**config.mk**
```make
export PLATFORM = sky130hd
export DESIGN_NAME = pipe_stage_chain
export DESIGN_NICKNAME = d
export VERILOG_FILES = /design/src/rtl/pipe_stage_chain.sv
export SDC_FILE = /design/constraint.sdc
export NUM_CORES = 1
export LEC_CHECK = 0
export ABC_AREA = 0
export BUFFER_PORTS_ARGS = -buffer_cell sky130_fd_sc_hd__buf_2
export CORE_UTILIZATION = 30
export DETAILED_ROUTE_END_ITERATION = 7
export PLACE_DENSITY = 0.62
export SLEW_MARGIN = 20
export SYNTH_ARGS = -nofsm -noshare
export SYNTH_HDL_FRONTEND = slang
export SYNTH_SLANG_ARGS = --single-unit
```
**constraint.sdc**
```tcl
create_clock -name clock -period 11.68 [get_ports clock]
set_input_delay 2.336 -clock clock [delete_from_list [all_inputs] [get_ports clock]]
set_output_delay 2.336 -clock clock [all_outputs]
set_load 0.02 [all_outputs]
```
**src/rtl/pipe_stage_chain.sv**
```systemverilog
// In-order pipeline register chain (decode .. writeback) with stall/bubble,
// per-stage flush, per-stage payload replacement on advance, and wrap-around
// stall/flush/retire performance counters.
module pipe_stage_chain #(
    parameter int STAGES = 4,
    parameter int DATA_W = 32,
    parameter int CTRL_W = 16,
    parameter int CNT_W  = 32,
    localparam int SEL_W = $clog2(STAGES + 1)
) (
    input  logic                       clock,
    input  logic                       reset,
    input  logic                       in_valid,
    input  logic [DATA_W-1:0]          in_data,
    input  logic [CTRL_W-1:0]          in_ctrl,
    output logic                       in_ready,
    input  logic                       stall_en,
    input  logic [SEL_W-1:0]           stall_at,
    input  logic [STAGES-1:0]          flush_mask,
    input  logic [STAGES-1:0]          upd_en,
    input  logic [STAGES*DATA_W-1:0]   upd_data,
    output logic [STAGES-1:0]          st_valid,
    output logic [STAGES*DATA_W-1:0]   st_data,
    output logic [STAGES*CTRL_W-1:0]   st_ctrl,
    input  logic                       cnt_clr,
    output logic [CNT_W-1:0]           stall_cnt,
    output logic [CNT_W-1:0]           flush_cnt,
    output logic [CNT_W-1:0]           retire_cnt
);

    logic [STAGES-1:0] valid_q;
    logic [DATA_W-1:0] data_q [STAGES];
    logic [CTRL_W-1:0] ctrl_q [STAGES];

    logic [STAGES-1:0] src_valid;
    logic [DATA_W-1:0] src_data [STAGES];
    logic [CTRL_W-1:0] src_ctrl [STAGES];

    logic [STAGES-1:0] clr_stage;
    logic [STAGES-1:0] hold_stage;

    logic frozen;
    logic retire_evt;

    logic [CNT_W-1:0] stall_q;
    logic [CNT_W-1:0] flush_q;
    logic [CNT_W-1:0] retire_q;

    // The last stage has no successor, so its replacement slot is never used.
    logic unused_upd;
    assign unused_upd = upd_en[STAGES-1] ^ (^upd_data[(STAGES-1)*DATA_W +: DATA_W]);

    // Decide per stage: clear (flush or bubble), hold (upstream of stall point), or advance.
    always_comb begin
        clr_stage  = '0;
        hold_stage = '0;
        for (int k = 0; k < STAGES; k++) begin
            if (flush_mask[k]) begin
                clr_stage[k] = 1'b1;
            end else if (stall_en && (stall_at > SEL_W'(k))) begin
                hold_stage[k] = 1'b1;
            end else if (stall_en && (stall_at == SEL_W'(k))) begin
                clr_stage[k] = 1'b1;
            end
        end
    end

    // Value each stage takes when it advances; payload may be replaced on the way.
    always_comb begin
        src_valid    = '0;
        src_valid[0] = in_valid;
        src_data[0]  = in_data;
        src_ctrl[0]  = in_ctrl;
        for (int k = 1; k < STAGES; k++) begin
            src_valid[k] = valid_q[k-1];
            src_ctrl[k]  = ctrl_q[k-1];
            src_data[k]  = upd_en[k-1] ? upd_data[(k-1)*DATA_W +: DATA_W] : data_q[k-1];
        end
    end

    // Stage registers: cleared stages load an all-zero no-op, held stages keep content.
    always_ff @(posedge clock or posedge reset) begin
        if (reset) begin
            valid_q <= '0;
            for (int k = 0; k < STAGES; k++) begin
                data_q[k] <= '0;
                ctrl_q[k] <= '0;
            end
        end else begin
            for (int k = 0; k < STAGES; k++) begin
                if (clr_stage[k]) begin
                    valid_q[k] <= 1'b0;
                    data_q[k]  <= '0;
                    ctrl_q[k]  <= '0;
                end else if (!hold_stage[k]) begin
                    valid_q[k] <= src_valid[k];
                    data_q[k]  <= src_data[k];
                    ctrl_q[k]  <= src_ctrl[k];
                end
            end
        end
    end

    // A stall point at or beyond the chain length freezes every stage; nothing retires then.
    assign frozen     = stall_en && (stall_at >= SEL_W'(STAGES));
    assign retire_evt = valid_q[STAGES-1] && !frozen;

    // Performance counters wrap naturally; a clear request wins over any increment.
    always_ff @(posedge clock or posedge reset) begin
        if (reset) begin
            stall_q  <= '0;
            flush_q  <= '0;
            retire_q <= '0;
        end else if (cnt_clr) begin
            stall_q  <= '0;
            flush_q  <= '0;
            retire_q <= '0;
        end else begin
            if (stall_en) begin
                stall_q <= stall_q + 1'b1;
            end
            if (|flush_mask) begin
                flush_q <= flush_q + 1'b1;
            end
            if (retire_evt) begin
                retire_q <= retire_q + 1'b1;
            end
        end
    end

    assign in_ready   = !stall_en;
    assign st_valid   = valid_q;
    assign stall_cnt  = stall_q;
    assign flush_cnt  = flush_q;
    assign retire_cnt = retire_q;

    // Flatten the per-stage registers onto the packed output buses.
    always_comb begin
        st_data = '0;
        st_ctrl = '0;
        for (int k = 0; k < STAGES; k++) begin
            st_data[k*DATA_W +: DATA_W] = data_q[k];
            st_ctrl[k*CTRL_W +: CTRL_W] = ctrl_q[k];
        end
    end

endmodule

```
==> flow_metrics.env <==
export IMPL_tightest_slew_ns=1.110
export IMPL_yosys_warnings=0
export IMPL_synth_cells=1231
export IMPL_rsz0062_at_grt="false"
export IMPL_switching_power_mw=0.6488
export IMPL_routed_via_density=5.082
export IMPL_die_w_um=211.0
export IMPL_whs_path_depth=2
export IMPL_skew_ns=0.02687
export IMPL_combPwrFrac_pct=10.2
export IMPL_setup_viol=0
export IMPL_clk_pin_slew_ns=0.06
export IMPL_cp_num_buf_inv=3
export IMPL_grt_pass1_vias=11260
export IMPL_slew_viol_final=0
export IMPL_cap_violations=0
export IMPL_drt_initial_drc_count=729
export IMPL_cts_resized=0
export IMPL_nNetsFinal=1832
export IMPL_async_flop_share_pct=100.0
export IMPL_crit_family="buffers and inverters"
export IMPL_num_vias=11495
export IMPL_hold_viol_final=0
export IMPL_crit_top_cell="buf_2"
export IMPL_fp_row_count=76
export IMPL_ys_seq_elements=292
export IMPL_worst_path_stages=3
export IMPL_crit_path_top_delay_cell="buf_2"
export IMPL_avgSynthCellArea_um2=10.64
export IMPL_clock_sinks=292
export IMPL_cts_hold_buf=0
export IMPL_place_port_buffers=451
export IMPL_synthAdderAreaFrac_pct=0.2865
export IMPL_reg2reg_depth=5
export IMPL_power_density_nw_per_um2=140.9
export IMPL_insertion_delay_ns=0.56
export IMPL_critPathKind="input pin to output pin"
export IMPL_crit_chain="buf_2 -> inv_1 -> buf_2"
export IMPL_pin_count=485
export IMPL_seq_power_share_pct=44.7
export IMPL_ir_drop_mv=0.1023
export IMPL_met3WireLength_mm=3.411
export IMPL_syn_to_final_growth_pct=30.81
export IMPL_fp_dieH_um=211.0
export IMPL_dr_wl_met2_mm=21.01
export IMPL_switching_share_pct=26.86
export IMPL_synth_mux_area_share_pct=8.185
export IMPL_routed_wl_mm=43.53
export IMPL_top_layer="met4"
export IMPL_clockBufferDepth=3
export IMPL_gp_congestion=0.8395
export IMPL_synthSimpleGateAreaFrac_pct=14.76
export IMPL_cts_setup_buffers=0
export IMPL_synth_edf_count=0
export IMPL_firstDrtPassIters=5
export IMPL_cts_root_buf="clkbuf_16"
export IMPL_leakage_nw=8.499
export IMPL_dpl_hpwl_mm=31.08
export IMPL_cp_max_fo=13
export IMPL_fin_hold_ws_ns=0.5058
export IMPL_clock_power_share_pct=45.1
export IMPL_syn_area_um2=13100
export IMPL_die_area_um2=44510
export IMPL_cts_tree="done"
export IMPL_synth_xor_area_share_pct=1.805
export IMPL_min_path_type="flop to flop"
export IMPL_cts_buffers=35
export IMPL_synth_compound_area_share_pct=15.93
export IMPL_fin_crit_ns=5.345
export IMPL_grt_pass1_wl_mm=66.37
export IMPL_setup_tns_ns=0
export IMPL_arrival_ns=3.01
export IMPL_cp_required_ns=9.34
export IMPL_start_kind="input pin"
export IMPL_synth_top_flop_cell="dfrtp_1"
export IMPL_fin_util_pct=39.78
export IMPL_core_area_um2=43080
export IMPL_drive_gt1_share_pct=32.89
export IMPL_synth_net_count=1426
export IMPL_drt_met1_wl_mm=17.50
export IMPL_synth_cell_type_count=39
export IMPL_synth_top_family_by_area="compound AO/OA/AOI/OAI gates"
export IMPL_track_usage_pct=19.29
export IMPL_slew_headroom_pct=25.98
export IMPL_grt_ovfl_total=0
export IMPL_placed_area_um2=15870
export IMPL_htree_levels=2
export IMPL_cellInternalPower_mw=1.766
export IMPL_ant_nets=0
export IMPL_status="completed"
export IMPL_wl_per_cell_um=19.24
export IMPL_drc_errors=0
export IMPL_fin_crit_sh_pct=45.76
export IMPL_synth_seq_area_share_pct=55.77
export IMPL_start_util_pct=30.41
export IMPL_max_stage_delay_ns=0.34
export IMPL_end_kind="output pin"
export IMPL_max_freq_ghz=0.1871
export IMPL_grt_max_degree=159
export IMPL_stdcell_area_um2=17140
export IMPL_antenna_found_initial=14
## synth_stat cells, drive strengths merged (8+ instances only)
cell type	number	share of area (%)
nor2b	10	0.48
a211oi	32	1.8
a22o	83	5.5
nor3	8	0.31
nand3	29	1.1
o31ai	42	2.4
buf	15	0.60
and4	11	0.74
nor4	8	0.38
dfrtp	292	56
nand2	134	3.8
o21ai	80	3.1
or3	17	0.81
mux2	9	0.77
mux2i	97	7.4
xnor2	14	0.94
clkbuf	79	2.3
nor2	73	2.1
xor2	13	0.87
a21oi	77	2.9
inv	14	0.40
or4	46	2.7
nand4	18	0.86
## sequential cells by signal, summed over array words and instances (netlist names)
signal,flops
st_ctrl,64
retire_cnt,32
st_data,128
st_valid,4
stall_cnt,32
flush_cnt,32
## through the flow
stage / total power [mW] / setup WS [ns] / std cells
after floorplan: 1.230 / 1.282 / 1231
after global placement: 1.338 / 6.338 / 2181
after detailed placement: 1.343 / 6.333 / 2182
after CTS: 2.448 / 6.327 / 2245
after global routing: 2.513 / 6.297 / 2260
final: 2.415 / 6.335 / 2262
## cell usage in the layout (no fill, tap or decap), drive strengths merged, types with 29 or more instances in the layout
master and instances:
o31ai 42, o21ai 80, a22o 83, mux2i 97, a21oi 77, clkbuf 48, nand3 29, nand2 134
or4 46, buf 463, dfrtp 292, nor2 73, a211oi 32
## per-layer routing
| layer | up-vias | track usage, % |
|---|---|---|
| met5 | - | 0 |
| met4 | 0 | 9.595 |
| met3 | 85 | 5.263 |
| met2 | 419 | 31.48 |
| met1 | 5639 | 23.45 |
| li1 | 5352 | - |
## power groups by stage
stage               clock [mW]  combinational [mW]  sequential [mW]
floorplan                    0              0.0981             1.13
detailed placement           0               0.246             1.10
finish                    1.09               0.247             1.08
CTS                       1.12               0.246             1.08
global route              1.16               0.269             1.08
global placement             0               0.242             1.10
## cell type report
class | instances | area, µm²
Clock inverter | 15 | 147.6
Inverter | 14 | 60.06
Tap cell | 585 | 732.0
Timing Repair Buffer | 463 | 2440
Fill cell | 4279 | 25940
Clock buffer | 48 | 1005
Multi-Input combinational cell | 831 | 5411
Sequential cell | 292 | 7307
Antenna cell | 14 | 35.03
## path summary, 6_finish.rpt
path | to | startpoint | slack [ns]
max in group asynchronous | st_data[103] | reset | 8.03
min in group asynchronous | st_ctrl[56] | reset | 1.98
worst min register to register | st_data[66] | st_data[66] | 0.51
worst max register to register | stall_cnt[22] | stall_cnt[0] | 9.24
worst max-delay path | in_ready | stall_en | 6.33
worst min-delay path | st_data[66] | st_data[66] | 0.51
## worst reg2reg max path, delay by kind of cell, from the launching register on
family                     cells  cell delay, ns
adders and majority gates      1            0.23
and+or+nand+nor                3            1.51
AOI/OAI and AO/OA              1            0.16
DFF                            1            0.45
## kinds of logic after synthesis
kind of cell / after synthesis
compound gates: 316
flops: 292
mux: 106
fa+ha+maj: 3
simple gates: 379
xor+xnor: 27
buf+inv: 108
(Power assumes the default switching activity.)
